`config.mk`:
```
export PLATFORM = sky130hd
export DESIGN_NAME = regfile_bypass_clr_flat
export DESIGN_NICKNAME = d
export VERILOG_FILES = /design/src/rtl/regfile_bypass_clr_pkg.sv /design/src/rtl/regfile_bypass_clr_if.sv /design/src/rtl/regfile_bypass_clr_read_port.sv /design/src/rtl/regfile_bypass_clr.sv /design/src/flat_wrapper.sv
export SDC_FILE = /design/constraint.sdc
export NUM_CORES = 2
export LEC_CHECK = 0
export CAP_MARGIN = 20
export CORE_ASPECT_RATIO = 0.9
export CORE_MARGIN = 2
export CORE_UTILIZATION = 56
export DETAILED_ROUTE_END_ITERATION = 7
export GPL_ROUTABILITY_DRIVEN = 0
export PLACE_DENSITY_LB_ADDON = 0.3
export SETUP_SLACK_MARGIN = 0.5
export SYNTH_ARGS = -nofsm -noshare
export SYNTH_HDL_FRONTEND = slang
export SYNTH_SLANG_ARGS = --single-unit
```
`constraint.sdc`:
```
create_clock -name Clk -period 5.25 [get_ports Clk]
set_input_delay 0.525 -clock Clk [delete_from_list [all_inputs] [get_ports Clk]]
set_output_delay 0.525 -clock Clk [all_outputs]
set_load 0.01 [all_outputs]
```
`src/rtl/regfile_bypass_clr_pkg.sv`:
```
// regfile_pkg: shared definitions for the bypassing, self-clearing register file.
//   - ST_IDLE / ST_CLEAR encoding of the clear engine
//   - default geometry constants
//   - depth_of(): entry count for a given index width
package regfile_pkg;

   localparam int DEF_DATA_W   = 64;
   localparam int DEF_ADDR_W   = 5;
   localparam int DEF_ZERO_IDX = 31;

   typedef enum logic {
      ST_IDLE  = 1'b0,
      ST_CLEAR = 1'b1
   } state_e;

   // Entry count is a plain power of two, so no clog2 is needed anywhere.
   function automatic int depth_of(input int addr_w);
      return 1 << addr_w;
   endfunction

endpackage

```
`src/rtl/regfile_bypass_clr_if.sv`:
```
// regfile_bypass_clr_if: decode/writeback side of the register file.
//   RA, RB     read indices          (master -> slave)
//   RW, BusW   write index / data    (master -> slave)
//   RegWr      write enable          (master -> slave)
//   Clear      request full sweep    (master -> slave)
//   BusA, BusB combinational reads   (slave -> master)
//   Busy       clear sweep running   (slave -> master)
interface regfile_bypass_clr_if #(
   parameter int DATA_W = 64,
   parameter int ADDR_W = 5
);

   logic [ADDR_W-1:0] RA;
   logic [ADDR_W-1:0] RB;
   logic [ADDR_W-1:0] RW;
   logic [DATA_W-1:0] BusW;
   logic              RegWr;
   logic              Clear;
   logic [DATA_W-1:0] BusA;
   logic [DATA_W-1:0] BusB;
   logic              Busy;

   modport master (
      output RA, RB, RW, BusW, RegWr, Clear,
      input  BusA, BusB, Busy
   );

   modport slave (
      input  RA, RB, RW, BusW, RegWr, Clear,
      output BusA, BusB, Busy
   );

endinterface

```
`src/rtl/regfile_bypass_clr_read_port.sv`:
```
// regfile_read_port: one combinational read port with read priority
//   busy -> 0, hardwired-zero index -> 0, same-cycle write -> BusW, else stored word.
// Ports:
//   idx_i    read index
//   word_i   stored array word at idx_i
//   rw_i     write index this cycle
//   regwr_i  write enable this cycle
//   clear_i  clear request this cycle (suppresses forwarding, the write is dropped)
//   busw_i   write data this cycle
//   busy_i   clear sweep in progress
//   data_o   read data
module regfile_read_port #(
   parameter int DATA_W   = 64,
   parameter int ADDR_W   = 5,
   parameter int HAS_ZERO = 1,
   parameter int ZERO_IDX = 31,
   parameter int BYPASS   = 1
) (
   input  logic [ADDR_W-1:0] idx_i,
   input  logic [DATA_W-1:0] word_i,
   input  logic [ADDR_W-1:0] rw_i,
   input  logic              regwr_i,
   input  logic              clear_i,
   input  logic [DATA_W-1:0] busw_i,
   input  logic              busy_i,
   output logic [DATA_W-1:0] data_o
);

   localparam logic [ADDR_W-1:0] ZERO_ADDR = ADDR_W'(ZERO_IDX);

   logic zero_hit_w;
   logic fwd_hit_w;

   assign zero_hit_w = (HAS_ZERO != 0) && (idx_i == ZERO_ADDR);
   // Forward only a write that will actually land; a Clear in the same cycle drops it.
   assign fwd_hit_w  = (BYPASS != 0) && regwr_i && !clear_i && (rw_i == idx_i);

   always_comb begin
      if (busy_i) begin
         data_o = '0;
      end else if (zero_hit_w) begin
         data_o = '0;
      end else if (fwd_hit_w) begin
         data_o = busw_i;
      end else begin
         data_o = word_i;
      end
   end

endmodule

```
`src/rtl/regfile_bypass_clr.sv`:
```
// regfile_bypass_clr: 2-read / 1-write register file with optional hardwired-zero
// entry, optional write-to-read bypass and a sequential clear engine that zeroes
// one entry per cycle after reset or on a Clear request.
// Ports:
//   Clk    clock, all state on rising edge
//   Reset  asynchronous active-high reset; starts a clear sweep
//   bus    regfile_bypass_clr_if.slave (RA/RB/RW/BusW/RegWr/Clear in, BusA/BusB/Busy out)
module regfile_bypass_clr
   import regfile_pkg::*;
#(
   parameter int DATA_W   = DEF_DATA_W,
   parameter int ADDR_W   = DEF_ADDR_W,
   parameter int HAS_ZERO = 1,
   parameter int ZERO_IDX = DEF_ZERO_IDX,
   parameter int BYPASS   = 1
) (
   input  logic                  Clk,
   input  logic                  Reset,
   regfile_bypass_clr_if.slave   bus
);

   localparam int                DEPTH     = depth_of(ADDR_W);
   localparam logic [ADDR_W-1:0] LAST_PTR  = ADDR_W'(DEPTH - 1);
   localparam logic [ADDR_W-1:0] ZERO_ADDR = ADDR_W'(ZERO_IDX);

   state_e            state_q, state_d;
   logic [ADDR_W-1:0] clr_ptr_q, clr_ptr_d;
   logic [DATA_W-1:0] mem_q [DEPTH];

   logic busy_w;
   logic wr_en_w;
   logic zero_wr_w;

   assign zero_wr_w = (HAS_ZERO != 0) && (bus.RW == ZERO_ADDR);

   // ---------------------------------------------------------------- state register
   // NOTE: sequential state uses non-blocking assignments so every flop samples
   // the pre-edge value of every other flop, independent of process order.
   always_ff @(posedge Clk or posedge Reset) begin
      if (Reset) begin
         state_q   <= ST_CLEAR;
         clr_ptr_q <= '0;
      end else begin
         state_q   <= state_d;
         clr_ptr_q <= clr_ptr_d;
      end
   end

   // ---------------------------------------------------------------- next state
   // NOTE: every output of a combinational process is given a default first so
   // no path leaves it unassigned, which would otherwise infer a latch.
   always_comb begin
      state_d   = state_q;
      clr_ptr_d = clr_ptr_q;
      unique case (state_q)
         ST_IDLE: begin
            // The edge that accepts Clear clears nothing; the sweep starts next edge.
            if (bus.Clear) begin
               state_d   = ST_CLEAR;
               clr_ptr_d = '0;
            end
         end
         ST_CLEAR: begin
            // Clear requests are ignored here; the sweep never restarts.
            clr_ptr_d = clr_ptr_q + 1'b1;
            if (clr_ptr_q == LAST_PTR) begin
               state_d = ST_IDLE;
            end
         end
      endcase
   end

   // ---------------------------------------------------------------- outputs
   always_comb begin
      busy_w  = (state_q == ST_CLEAR);
      wr_en_w = !busy_w && bus.RegWr && !bus.Clear && !zero_wr_w;
   end

   assign bus.Busy = busy_w;

   // ---------------------------------------------------------------- array
   // NOTE: the storage array has no reset; the clear sweep zeroes it entry by entry,
   // and reads are forced to zero until the sweep completes.
   always_ff @(posedge Clk) begin
      if (busy_w) begin
         mem_q[clr_ptr_q] <= '0;
      end else if (wr_en_w) begin
         mem_q[bus.RW] <= bus.BusW;
      end
   end

   // ---------------------------------------------------------------- read ports
   regfile_read_port #(
      .DATA_W   (DATA_W),
      .ADDR_W   (ADDR_W),
      .HAS_ZERO (HAS_ZERO),
      .ZERO_IDX (ZERO_IDX),
      .BYPASS   (BYPASS)
   ) u_port_a (
      .idx_i   (bus.RA),
      .word_i  (mem_q[bus.RA]),
      .rw_i    (bus.RW),
      .regwr_i (bus.RegWr),
      .clear_i (bus.Clear),
      .busw_i  (bus.BusW),
      .busy_i  (busy_w),
      .data_o  (bus.BusA)
   );

   regfile_read_port #(
      .DATA_W   (DATA_W),
      .ADDR_W   (ADDR_W),
      .HAS_ZERO (HAS_ZERO),
      .ZERO_IDX (ZERO_IDX),
      .BYPASS   (BYPASS)
   ) u_port_b (
      .idx_i   (bus.RB),
      .word_i  (mem_q[bus.RB]),
      .rw_i    (bus.RW),
      .regwr_i (bus.RegWr),
      .clear_i (bus.Clear),
      .busw_i  (bus.BusW),
      .busy_i  (busy_w),
      .data_o  (bus.BusB)
   );

endmodule

```
`src/flat_wrapper.sv`:
```
// flat-port wrapper written by rule: the top's interface ports become plain ports
module regfile_bypass_clr_flat import regfile_pkg::*;
#(
   parameter int DATA_W   = DEF_DATA_W,
   parameter int ADDR_W   = DEF_ADDR_W,
   parameter int HAS_ZERO = 1,
   parameter int ZERO_IDX = DEF_ZERO_IDX,
   parameter int BYPASS   = 1
)
  (Clk, Reset, bus_RA, bus_RB, bus_RW, bus_BusW, bus_RegWr, bus_Clear, bus_BusA, bus_BusB, bus_Busy);
  regfile_bypass_clr_if #(.DATA_W(DATA_W), .ADDR_W(ADDR_W)) bus_i ();
  input  logic Clk;
  input  logic Reset;
  input wire logic [$bits(bus_i.RA)-1:0] bus_RA;
  input wire logic [$bits(bus_i.RB)-1:0] bus_RB;
  input wire logic [$bits(bus_i.RW)-1:0] bus_RW;
  input wire logic [$bits(bus_i.BusW)-1:0] bus_BusW;
  input wire logic [$bits(bus_i.RegWr)-1:0] bus_RegWr;
  input wire logic [$bits(bus_i.Clear)-1:0] bus_Clear;
  output wire logic [$bits(bus_i.BusA)-1:0] bus_BusA;
  output wire logic [$bits(bus_i.BusB)-1:0] bus_BusB;
  output wire logic [$bits(bus_i.Busy)-1:0] bus_Busy;
  assign bus_i.RA = bus_RA;
  assign bus_i.RB = bus_RB;
  assign bus_i.RW = bus_RW;
  assign bus_i.BusW = bus_BusW;
  assign bus_i.RegWr = bus_RegWr;
  assign bus_i.Clear = bus_Clear;
  assign bus_BusA = bus_i.BusA;
  assign bus_BusB = bus_i.BusB;
  assign bus_Busy = bus_i.Busy;
  regfile_bypass_clr #(.DATA_W(DATA_W), .ADDR_W(ADDR_W), .HAS_ZERO(HAS_ZERO), .ZERO_IDX(ZERO_IDX), .BYPASS(BYPASS)) u_core (.Clk(Clk), .Reset(Reset), .bus(bus_i));
endmodule
```
==> qor.yml <==
worst_setup_path:
  setup.worst_path.end_class: "output pin"
  critPathMaxStageDelay_ns: 0.68
  critPathMaxFanout: 18
  arrival_ns: 4.10
  reg2reg_depth: 7
  path_buf_inv: 2
  critPathLaunchType: "register"
  r2r_start: "u_core.bus.Busy$_DFF_PP1_"
  timing.rr.end: "u_core.mem_q[29][18]$_DFFE_PP_"
  cp.required_ns: 4.72
  path_cells: "a41oi_1 > o31a_2 > buf_4 > a32o_1 > clkdlybuf4s50_1"
  crit_type: "register to output pin"
  cpLargestDelayFamily: "compound AO/OA/AOI/OAI gates"
  cp_slowest_cell: "a41oi_1"
  reg2reg_slack_ns: 1.64
worst_hold_path:
  worstHoldPathCells: 3
  hold_class: "input port to register"
  min_from: "bus_Clear"
  holdPathEnd: "u_core.bus.Busy$_DFF_PP1_"
timing:
  min_period_over_period_pct: 88.0
  setup_ws_ns: 0.630
  whs_ns: 0.532
  setup_viol: 0
  skew_ns: 0.0321
  grt_setup_unrepaired: "false"
  final_max_slew_viol_count: 0
  fmax_mhz: 216
  hold_viol: 0
  slew_headroom_pct: 25.6
  period_needed_ns: 4.62
  worst_pin_slew_ns: 1.12
  setup_tns_ns: 0
clock_network:
  clkTransAtPathRegs_ns: 0.06
  clk_latency_ns: 0.85
  cts_buffers: 202
  cts-root-buf: "clkbuf_16"
  cts.sinks: 2054
  cts_setup_buffers: 0
  cts_tree: "done"
  htree_levels: 4
  clockBufferDepth: 3
synthesis:
  synthXorXnorAreaFrac_pct: 0.0907
  synth_seq_cells: 2054
  syn_area_per_cell_sq_um: 19.1
  synth_cell_type_count: 57
  synth-simple-area-share_pct: 3.02
  synth_edf_count: 2048
  synth_warnings: 0
  synthAdderAreaFrac_pct: 0.0259
  synth-main-ff-cell: "edfxtp_1"
  synth_cells: 5060
  async_reset_ff_share_pct: 0.292
  synth_top_family_by_area: "multiplexers"
  synthMuxAreaShare_pct: 26.0
  syn-cell-area_sq_um: 96600
  ys_seq_area_share_pct: 63.8
  synthesis.nets: 5145
  synth_compound_area_share_pct: 4.87
global_routing:
  grt_overflow_total: 0
  grt_pass1_wl_um: 401000
  grt_max_degree: 93
  grt_pass1_vias: 57212
  antenna_found_initial: 5
  grt.total_usage_pct: 31.8
layout:
  layout_common_cells: "edfxtp_1, mux4_2, clkbuf_16"
  fin_util_pct: 63.7
  final_cells: 7737
  final_common_cell: "edfxtp_1"
  drive_above_1_share_pct: 31.3
  syn2layout_area_growth_pct: 13.0
  num-nets-final: 5389
  final_area_sq_um: 109000
power_and_ir_drop:
  power_density_nw_per_um2: 379
  p_leak_nw: 35.5
  total_power_mw: 41.4
  peakVddDrop_v: 0.000300
place:
  dp_slack_ns: 0.808
  dp_cells: 7356
  postPlaceCellArea_sq_um: 103000
  portBuffers: 211
  dpl.hpwl_um: 159000
floorplan:
  core-area_sq_um: 171000
  start_util_pct: 56.4
  io_pins: 212
  die_y_um: 398
  rows: 144
  die_width_um: 442
  dieArea_sq_um: 176000
detailed_routing:
  wl_per_cell_um: 36.3
  drt-pass1-iter-count: 6
  wirelength_um: 281000
  drc: 0
  avgViaCountPerCell: 7.40
  via_count: 57275
  ant_nets: 0
  dr.first_iter.drc_count: 9086
run_status:
  status: "finished, final reports clean"
job:
  drv_cap: 0
## worst max path at each step
stage                                          from                             to  slack (ns)  depth (start not counted)
after floorplan           u_core.bus.Busy$_DFF_PP1_  u_core.mem_q[12][0]$_DFFE_PP_        0.40                          6
after global placement                    bus_RB[3]                    bus_BusB[3]        0.85                          7
after detailed placement                  bus_RB[3]                    bus_BusB[3]        0.81                          7
after CTS                 u_core.bus.Busy$_DFF_PP1_                   bus_BusA[36]        0.72                          5
after global routing                      bus_RB[0]                   bus_BusB[13]        0.67                          8
final                     u_core.bus.Busy$_DFF_PP1_                   bus_BusA[36]        0.63                          5
## worst reg2reg max path: stages, from the launching register on
cell	delay [ns]
dfstp_2	0.50
or3b_1	0.60
a21oi_4	0.24
buf_4	0.33
mux2i_1	0.28
nand2_1	0.28
nor2_4	0.22
buf_4	0.74
## flip-flops by register name, summed over array words and instances (netlist names)
signal	count
u_core.mem_q	2048
u_core.bus.Busy	1
u_core.clr_ptr_q	5
## cell usage after synthesis, drive strengths merged (3+ instances only)
master	number	share of area [%]
o211ai	4	0.031
a221oi	22	0.20
nand2	196	0.76
mux2	184	2.1
nand2b	66	0.43
a31oi	3	0.019
buf	243	1.4
or3b	3	0.027
o22ai	123	0.80
a2111oi	61	0.55
and2	70	0.45
dfrtp	5	0.13
mux2i	158	1.6
o21ai	74	0.38
a21oi	127	0.66
a211oi	62	0.48
a22oi	124	0.96
clkbuf	190	0.74
a32o	61	0.63
xnor2	7	0.063
nor2b	68	0.44
nor3	123	0.64
mux4	950	22
a22o	3	0.027
inv	6	0.023
edfxtp	2048	64
xor2	3	0.027
nor2	47	0.18
## power by group
group | switching (mW) | internal (mW)
Clock | 6.19 | 7.77
Combinational | 4.23 | 2.63
Sequential | 0.650 | 19.9
Total | 11.1 | 30.3
## layer usage
| metal | global-route usage, % | vias to the layer above | share of wire, % |
|---|---|---|---|
| met5 | 0 | - | 0 |
| met4 | 13.9 | 0 | 4.7 |
| met3 | 6.59 | 713 | 12 |
| met2 | 50.2 | 4426 | 47 |
| met1 | 43.7 | 29843 | 36 |
| li1 | - | 22293 | - |
## logic make-up (layout without fill, tap and decap cells)
group                    count (synthesis)  count (layout)
flip-flops                            2054            2054
multiplexers                          1292            1292
XOR/XNOR                                10              10
adder cells (fa/ha/maj)                  2               2
buffers and inverters                  440             849
AO/OA/AOI/OAI                          676             676
AND/OR/NAND/NOR                        586             586
other                                    0               5
## cell type report
cell class | count | area (sq um)
well taps | 2263 | 2830
inverters | 7 | 31.3
multi-input cells | 2566 | 33200
flip-flops and latches | 2054 | 61700
clock buffers | 258 | 5310
fillers | 11392 | 62000
clock inverters | 111 | 963
repair buffers | 473 | 5130
diodes | 5 | 12.5
## what timing repair did
| action | 4_1_cts | 5_1_grt |
|---|---|---|
| endpoints found under the hold margin | 5 | 0 |
| resized for setup | 0 | 0 |
| hold buffers | 1 | 0 |
Power figures use the tool's default switching activity.
